File: config.mk
export PLATFORM = sky130hd
export DESIGN_NAME = buffer_sched
export DESIGN_NICKNAME = d
export VERILOG_FILES = /design/src/rtl/buffer_sched_pkg.sv /design/src/rtl/buffer_sched_rr_pick.sv /design/src/rtl/buffer_sched.sv
export SDC_FILE = /design/constraint.sdc
export NUM_CORES = 1
export LEC_CHECK = 0
export CAP_MARGIN = 20
export CORE_AREA = 2 2 114 116
export DETAILED_ROUTE_END_ITERATION = 12
export DIE_AREA = 0 0 116 118
export MAX_ROUTING_LAYER = met4
export PLACE_DENSITY_LB_ADDON = 0.25
export SYNTH_ARGS = -nofsm -noshare
export SYNTH_HDL_FRONTEND = slang
export SYNTH_SLANG_ARGS = --single-unit
File: constraint.sdc
create_clock -name clk -period 3 [get_ports clk]
set_input_delay 0.3 -clock clk [delete_from_list [all_inputs] [get_ports clk]]
set_output_delay 0.3 -clock clk [all_outputs]
set_load 0.02 [all_outputs]
File: src/rtl/buffer_sched_pkg.sv
// Shared types and constants for the buffer scheduler.
package buffer_sched_pkg;

  localparam int unsigned FLIT_W_DEFAULT = 55;

  typedef enum logic [1:0] {
    IDLE  = 2'd0,
    GRANT = 2'd1,
    SEND  = 2'd2
  } state_e;

endpackage

File: src/rtl/buffer_sched_rr_pick.sv
// Combinational round-robin search: first occupied port after token, wrapping,
// with the token's own port checked last.
module rr_pick #(
  parameter int unsigned NUM_PORTS = 4,
  parameter int unsigned IDX_W     = $clog2(NUM_PORTS)
) (
  input  logic [NUM_PORTS-1:0] occ,
  input  logic [IDX_W-1:0]     token,
  output logic [IDX_W-1:0]     idx,
  output logic                 found
);

  always_comb begin
    idx   = token;
    found = 1'b0;
    for (int unsigned k = 1; k <= NUM_PORTS; k++) begin
      logic [IDX_W-1:0] cand;
      cand = IDX_W'((32'(token) + k) % NUM_PORTS);
      if (!found && occ[cand]) begin
        idx   = cand;
        found = 1'b1;
      end
    end
  end

endmodule

File: src/rtl/buffer_sched.sv
// Round-robin scheduler of NUM_PORTS external flit buffers onto one output link.
// Optional BUFFER_SCHED_STALL_EN adds a sticky stall_err after STALL_LIMIT stalled SEND cycles.
module buffer_sched
  import buffer_sched_pkg::*;
#(
  parameter int unsigned NUM_PORTS = 4,
  parameter int unsigned FLIT_W    = FLIT_W_DEFAULT
`ifdef BUFFER_SCHED_STALL_EN
  , parameter int unsigned STALL_LIMIT = 1000
`endif
) (
  input  logic                          clk,
  input  logic                          rst_n,
  input  logic [NUM_PORTS-1:0]          in_valid,
  output logic [NUM_PORTS-1:0]          in_ready,
  output logic [NUM_PORTS-1:0]          buffer_select,
  input  logic [NUM_PORTS*FLIT_W-1:0]   buf_q,
  output logic                          out_valid,
  input  logic                          out_ready,
  output logic [FLIT_W-1:0]             out_flit,
  output logic [$clog2(NUM_PORTS)-1:0]  grant_idx
`ifdef BUFFER_SCHED_STALL_EN
  , output logic                        stall_err
`endif
);

  localparam int unsigned IDX_W = $clog2(NUM_PORTS);

  state_e                 state_q, state_d;
  logic [NUM_PORTS-1:0]   occ_q, occ_d, clr;
  logic [IDX_W-1:0]       token_q, token_d;
  logic                   out_valid_q, out_valid_d;
  logic [IDX_W-1:0]       pick_idx;
  logic                   pick_found;
  logic                   hs;

  // A port is refused while its buffer holds an unsent flit.
  assign in_ready      = ~occ_q;
  assign buffer_select = in_valid & ~occ_q;
  assign hs            = out_valid_q & out_ready;
  assign clr           = hs ? (NUM_PORTS'(1) << token_q) : '0;
  assign occ_d         = (occ_q | buffer_select) & ~clr;

  assign out_valid = out_valid_q;
  assign grant_idx = token_q;
  assign out_flit  = buf_q[token_q*FLIT_W +: FLIT_W];

  rr_pick #(
    .NUM_PORTS (NUM_PORTS),
    .IDX_W     (IDX_W)
  ) u_rr_pick (
    .occ   (occ_q),
    .token (token_q),
    .idx   (pick_idx),
    .found (pick_found)
  );

  // State register; token resets to the last port so the first search starts at 0.
  always_ff @(posedge clk or negedge rst_n) begin
    if (!rst_n) begin
      state_q     <= IDLE;
      occ_q       <= '0;
      token_q     <= IDX_W'(NUM_PORTS - 1);
      out_valid_q <= 1'b0;
    end else begin
      state_q     <= state_d;
      occ_q       <= occ_d;
      token_q     <= token_d;
      out_valid_q <= out_valid_d;
    end
  end

  always_comb begin
    state_d     = state_q;
    token_d     = token_q;
    out_valid_d = out_valid_q;
    case (state_q)
      IDLE: begin
        if (|occ_q) state_d = GRANT;
      end
      GRANT: begin
        if (pick_found) begin
          token_d     = pick_idx;
          out_valid_d = 1'b1;
          state_d     = SEND;
        end else begin
          state_d = IDLE;
        end
      end
      SEND: begin
        if (out_ready) begin
          out_valid_d = 1'b0;
          state_d     = (|occ_d) ? GRANT : IDLE;
        end
      end
      default: begin
        state_d     = IDLE;
        out_valid_d = 1'b0;
      end
    endcase
  end

`ifdef BUFFER_SCHED_STALL_EN
  logic [15:0] stall_cnt_q;
  logic        stall_err_q;
  logic        stalled;

  assign stalled   = (state_q == SEND) && !out_ready;
  assign stall_err = stall_err_q;

  // Saturating count of consecutive stalled SEND cycles; error flag is sticky.
  always_ff @(posedge clk or negedge rst_n) begin
    if (!rst_n) begin
      stall_cnt_q <= '0;
      stall_err_q <= 1'b0;
    end else begin
      if (hs) begin
        stall_cnt_q <= '0;
      end else if (stalled && stall_cnt_q != 16'hFFFF) begin
        stall_cnt_q <= stall_cnt_q + 16'd1;
      end
      if (stalled && (32'(stall_cnt_q) + 32'd1 >= STALL_LIMIT)) begin
        stall_err_q <= 1'b1;
      end
    end
  end
`endif

endmodule

Word level (Yosys, flattened, before mapping):

Index checks and enable logic that the tools add are counted.
Widths: inputs -> output; s select.

* input bits: 227
* register bits after elaboration: 9
* bits in latches: 0
* output and inout port bits: 66
* ROM bits: 0
* memories: 0
* memory bits (writable): 0

* bitwise operators: 7
* add/sub/neg operators: 4
* shift operators: 2
* divide/modulo/power cells: 0
* reductions and logical operators: 13
* mux-type cells: 25
* eq/ne operators: 5
* $lt $le $gt $ge: 4
* $mul: 1

Operators with widths (count)
* $shiftx 220x9->55: 1
* $mux 2: 7
* $lt 2x3->1 const B: 4
* $mux 1: 11
* $and 4x4->4: 2
* $bmux 1 s2: 4
* $mul 2x6->8 const B: 1
* $not 4->4: 2
* $reduce_or 4->1: 2
* $ne 2x2->1 const B: 3
* $pmux 2 s3: 1
* $reduce_and 3->1: 2
* $add 2x1->2 const B: 2
* $add 2x2->2 const B: 2
* $mux 4: 1
* $or 4x4->4: 1
* $reduce_bool 4->1: 1
* $shl 1x2->4 const A: 1
* $logic_and 1x1->1: 3
* $logic_not 1->1: 3
* $pmux 1 s3: 1
* $eq 2x1->1 const B: 1
* $eq 2x2->1 const B: 1
* $logic_not 2->1: 1
* 3 further kinds: 3

Longest topological paths before layout:

* word-level depth: 15
* gate-level depth with buffers: 9

Modules after synthesis:

A second synthesis with hierarchy kept.

* cells, all modules: 119
* area total of the unflattened synthesis: 1824.2 um^2

Modules (own cells, without submodules)
* buffer_sched: instances 1, cells each 105, sequential area each 227.7 um^2, area an instance 1741.7 um^2
* rr_pick: instances 1, cells each 14, sequential area each 0.0 um^2, area an instance 82.6 um^2

Worst setup path before layout:

No wires, ideal clock.

* path kind: flip-flop to flip-flop
* from: register token_q[0] (netlist: grant_idx[0])
* to: register token_q[1] (netlist: grant_idx[1])
* arrival: 2384 ps
* setup time: 86 ps
* setup slack: 530 ps
* cell stages (with the launch flop): 10
* data required time: 2914 ps
* path through: dfstp_2 -> buf_6 -> buf_4 -> buf_4 -> inv_1 -> ha_1 -> mux4_2 -> and3_4 -> a221oi_2 -> o21ai_1

* cells in the longest elaborated chain, start to end: 14
* elaborated cells on any way between the ends: 28

RTL lines
* start, declared: line buffer_sched.sv:31 `logic [IDX_W-1:0] token_q, token_d;`
* start signal, assigned: line buffer_sched.sv:63 `token_q <= IDX_W'(NUM_PORTS - 1);`
* start signal, assigned: line buffer_sched.sv:68 `token_q <= token_d;`
* $add 2x1->2: line buffer_sched_rr_pick.sv:18 `cand = IDX_W'((32'(token) + k) % NUM_PORTS);`
* $bmux 1 s2: line buffer_sched_rr_pick.sv:19 `if (!found && occ[cand]) begin`
* $mux 1 (not written as such): line buffer_sched_rr_pick.sv:19
* $mux 1: line buffer_sched_rr_pick.sv:19
* $logic_not 1->1: line buffer_sched_rr_pick.sv:19
* $logic_and 1x1->1: line buffer_sched_rr_pick.sv:19
* $mux 1: line buffer_sched_rr_pick.sv:19
* $logic_not 1->1: line buffer_sched_rr_pick.sv:19
* $logic_and 1x1->1: line buffer_sched_rr_pick.sv:19
* $mux 1: line buffer_sched_rr_pick.sv:19
* $logic_not 1->1: line buffer_sched_rr_pick.sv:19
* $logic_and 1x1->1: line buffer_sched_rr_pick.sv:19
* $reduce_bool 4->1 (no line) / $mux 1 (equally long branches)
* $reduce_and 3->1 (no line)

Parallel ways exist; a longest one is shown, timed or not. The select of a mux whose other input is x is not followed.
A chain may end at the register's enable or synchronous reset.

Worst setup path after layout:

* from: register token_q[0] (netlist: grant_idx[0])
* to: output port out_flit[40]

* cells in the longest elaborated chain, start to end: 2

RTL lines
* $mul 2x6->8: line buffer_sched.sv:46 `assign out_flit = buf_q[token_q*FLIT_W +: FLIT_W];`
* $shiftx 220x9->55: line buffer_sched.sv:46
* end, declared: line buffer_sched.sv:20 `output logic [FLIT_W-1:0] out_flit,`

No other way between the ends.

==> results.cfg <==
[run_status]
outcome = finished clean

[grt]
grtUsageTotal_pct = 15.91
antenna_found_initial = 0
grt_max_degree = 34
grt_first_pass_wirelength_mm = 16.30
grt.overflow.total = 0
grt_pass1_vias = 2757

[place]
dp_slack_ps = 440.0
io_buffers = 292
gp_congestion = 1.035
hpwl_mm = 9.787

[pwr]
p_total_mw = 3.974
p_switching_mw = 1.702
power_frac_seq_pct = 8.7
swShare_pct = 42.82
combPwrFrac_pct = 85.3
power.leakage_nw = 1.809
p_int_mw = 2.272
powerDensity_nw_per_um2 = 773.4
pwr-share-clk_pct = 5.9
ir_drop_v = 0.0004185

[clock_tree]
cts_resized = 0
clkLatencyLatePin_ps = 240
cts_buffer_depth = 2
postCtsSetupRepairBufs = 0
cts_max_level = 1
hold_buffers = 0
clk_pin_slew_ps = 40
cts_tree = yes
clock-sinks = 9
root_buffer = clkbuf_16
cts_buffers = 3

[synth]
synth_top_area_share_pct = 67.44
yosysTopAreaCell = mux4_2
synthAdderAreaFrac_pct = 2.584
synthMuxAreaShare_pct = 68.60
synth_area_per_cell_um2 = 14.79
synth-simple-area-share_pct = 5.426
yosysMostFrequentCell = mux4_2
syn_inst = 131
synth_nets = 362
synthTopCellsByArea = mux4_2, dfrtp_1, dfstp_2
synth_top_family_by_area = multiplexers
synth_compound_area_share_pct = 6.072
ys.flop_type = dfrtp_1
netlist_area_um2 = 1937
yosysWarnings = 0
ys_seq_area_share_pct = 11.76
ys_seq_elements = 9
synth_cell_types = 27
synth-edff-count = 0
synth_xor_area_share_pct = 0
synth_common_cells = mux4_2, dfrtp_1, inv_1, nor2_1, nor2b_1
async_flop_share_pct = 100.0

[timing]
rsz0062_at_grt = no
relSlewSlack_pct = 68.46
worst_pin_slew_ps = 473.1
fin_crit_sh_pct = 91.86
skew_ps = 0.2459
finalHoldViolCount = 0
fin_ws_ps = 244.1
fin_crit_ps = 2756
report.final.slew_viol_count = 0
setup_viol = 0
whs_ps = 362.7
setup_tns_ps = 0
max_freq_mhz = 362.9

[die]
dieArea_um2 = 13690
die_w_um = 116
fp.coreArea_um2 = 12410
die_h_um = 118
io-pin-count = 293
initial_utilization_pct = 15.60
num_rows = 41

[layout]
drive_gt1_share_pct = 17.22
n_antenna_cell = 0
area.growth.synth_to_final_pct = 165.3
final_nets = 650
fin_util_pct = 41.39

[critical_path]
end_kind = output port
worstPathArrival_ps = 2460
cp_max_fo = 22
reg2reg_setup_slack_ps = 510
r2r_cells = 7
start_kind = flip-flop
worst-setup-path-type = reg2out
crit_path_start = grant_idx[0]
rr_startpoint = grant_idx[0]
required_ps = 2700

[route]
drt_iter0_markers = 84
detail-route-antenna-nets = 0
totalWireLength_mm = 11.43
vias = 2580
firstDrtPassIters = 4
viasPerCell = 4.373
drc = 0
wl_per_cell_um = 19.36

[flow_run]
max-cap-violations = 0

[hold_path]
hold_path_class = in2async
-- state kept, by name (all words and copies together), names as in the netlist --
name,cells
grant_idx,2
occ_q,4
state_q,2
out_valid,1
-- logic make-up after synthesis --
logic type      Yosys count
fa+ha+maj                 4
simple gates             20
buf+inv                  21
mux                      60
flops                     9
compound gates           17
-- worst max-delay path, stage by stage, from the launching register on --
cell             delay (ps)
dfstp_4                 820
buf_12                  250
mux4_2                  520
clkdlybuf4s50_1         610
-- power groups by stage --
stage	clock network, mW	registers (mW)	logic (mW)
floorplan	0	0.278	2.00
global placement	0	0.353	3.41
detailed placement	0	0.355	3.42
CTS	0.242	0.354	3.44
global route	0.246	0.369	3.57
finish	0.236	0.347	3.39
-- area by class of cell --
class	count	area, um^2
Sequential cell	9	231.5
Fill cell	1224	7276
Inverter	7	26.28
Multi-Input combinational cell	101	1602
Tap cell	172	215.2
Timing Repair Buffer	297	2985
Clock buffer	4	78.83
-- per-stage QoR --
stage / cells / cell area [um^2]
final: 590 / 5139
after global routing: 590 / 5139
after CTS: 590 / 5139
after detailed placement: 586 / 5060
after global placement: 586 / 5060
after floorplan: 131 / 1937
-- metal layers --
metal	track usage, %	part of all wire (%)	up-vias
met3	3.862	10	7
met1	19.06	39	1256
met4	2.232	0.99	0
met5	-	0	-
li1	-	-	1159
met2	27.60	49	158
-- path summary, 6_finish.rpt --
| check | to |
|---|---|
| max in group asynchronous | grant_idx[1] |
| setup / recovery | out_flit[40] |
| hold / removal | state_q[0] |
| setup reg to reg | grant_idx[1] |
| min in group clk | state_q[0] |
| hold reg to reg | state_q[0] |
-- cells in the final DEF, fill, tap and decap left out, types with 3 or more instances in the layout --
| master | count |
|---|---|
| mux4_2 | 58 |
| inv_1 | 7 |
| dfrtp_1 | 7 |
| nand2_1 | 3 |
| clkdlybuf4s50_1 | 292 |
| ha_1 | 4 |
| buf_4 | 3 |
| a31oi_1 | 4 |
| nor2b_1 | 6 |
| o21ai_0 | 3 |
| nor2_1 | 7 |
| clkbuf_16 | 3 |
Note: power is estimated with default switching activity, not from simulation.
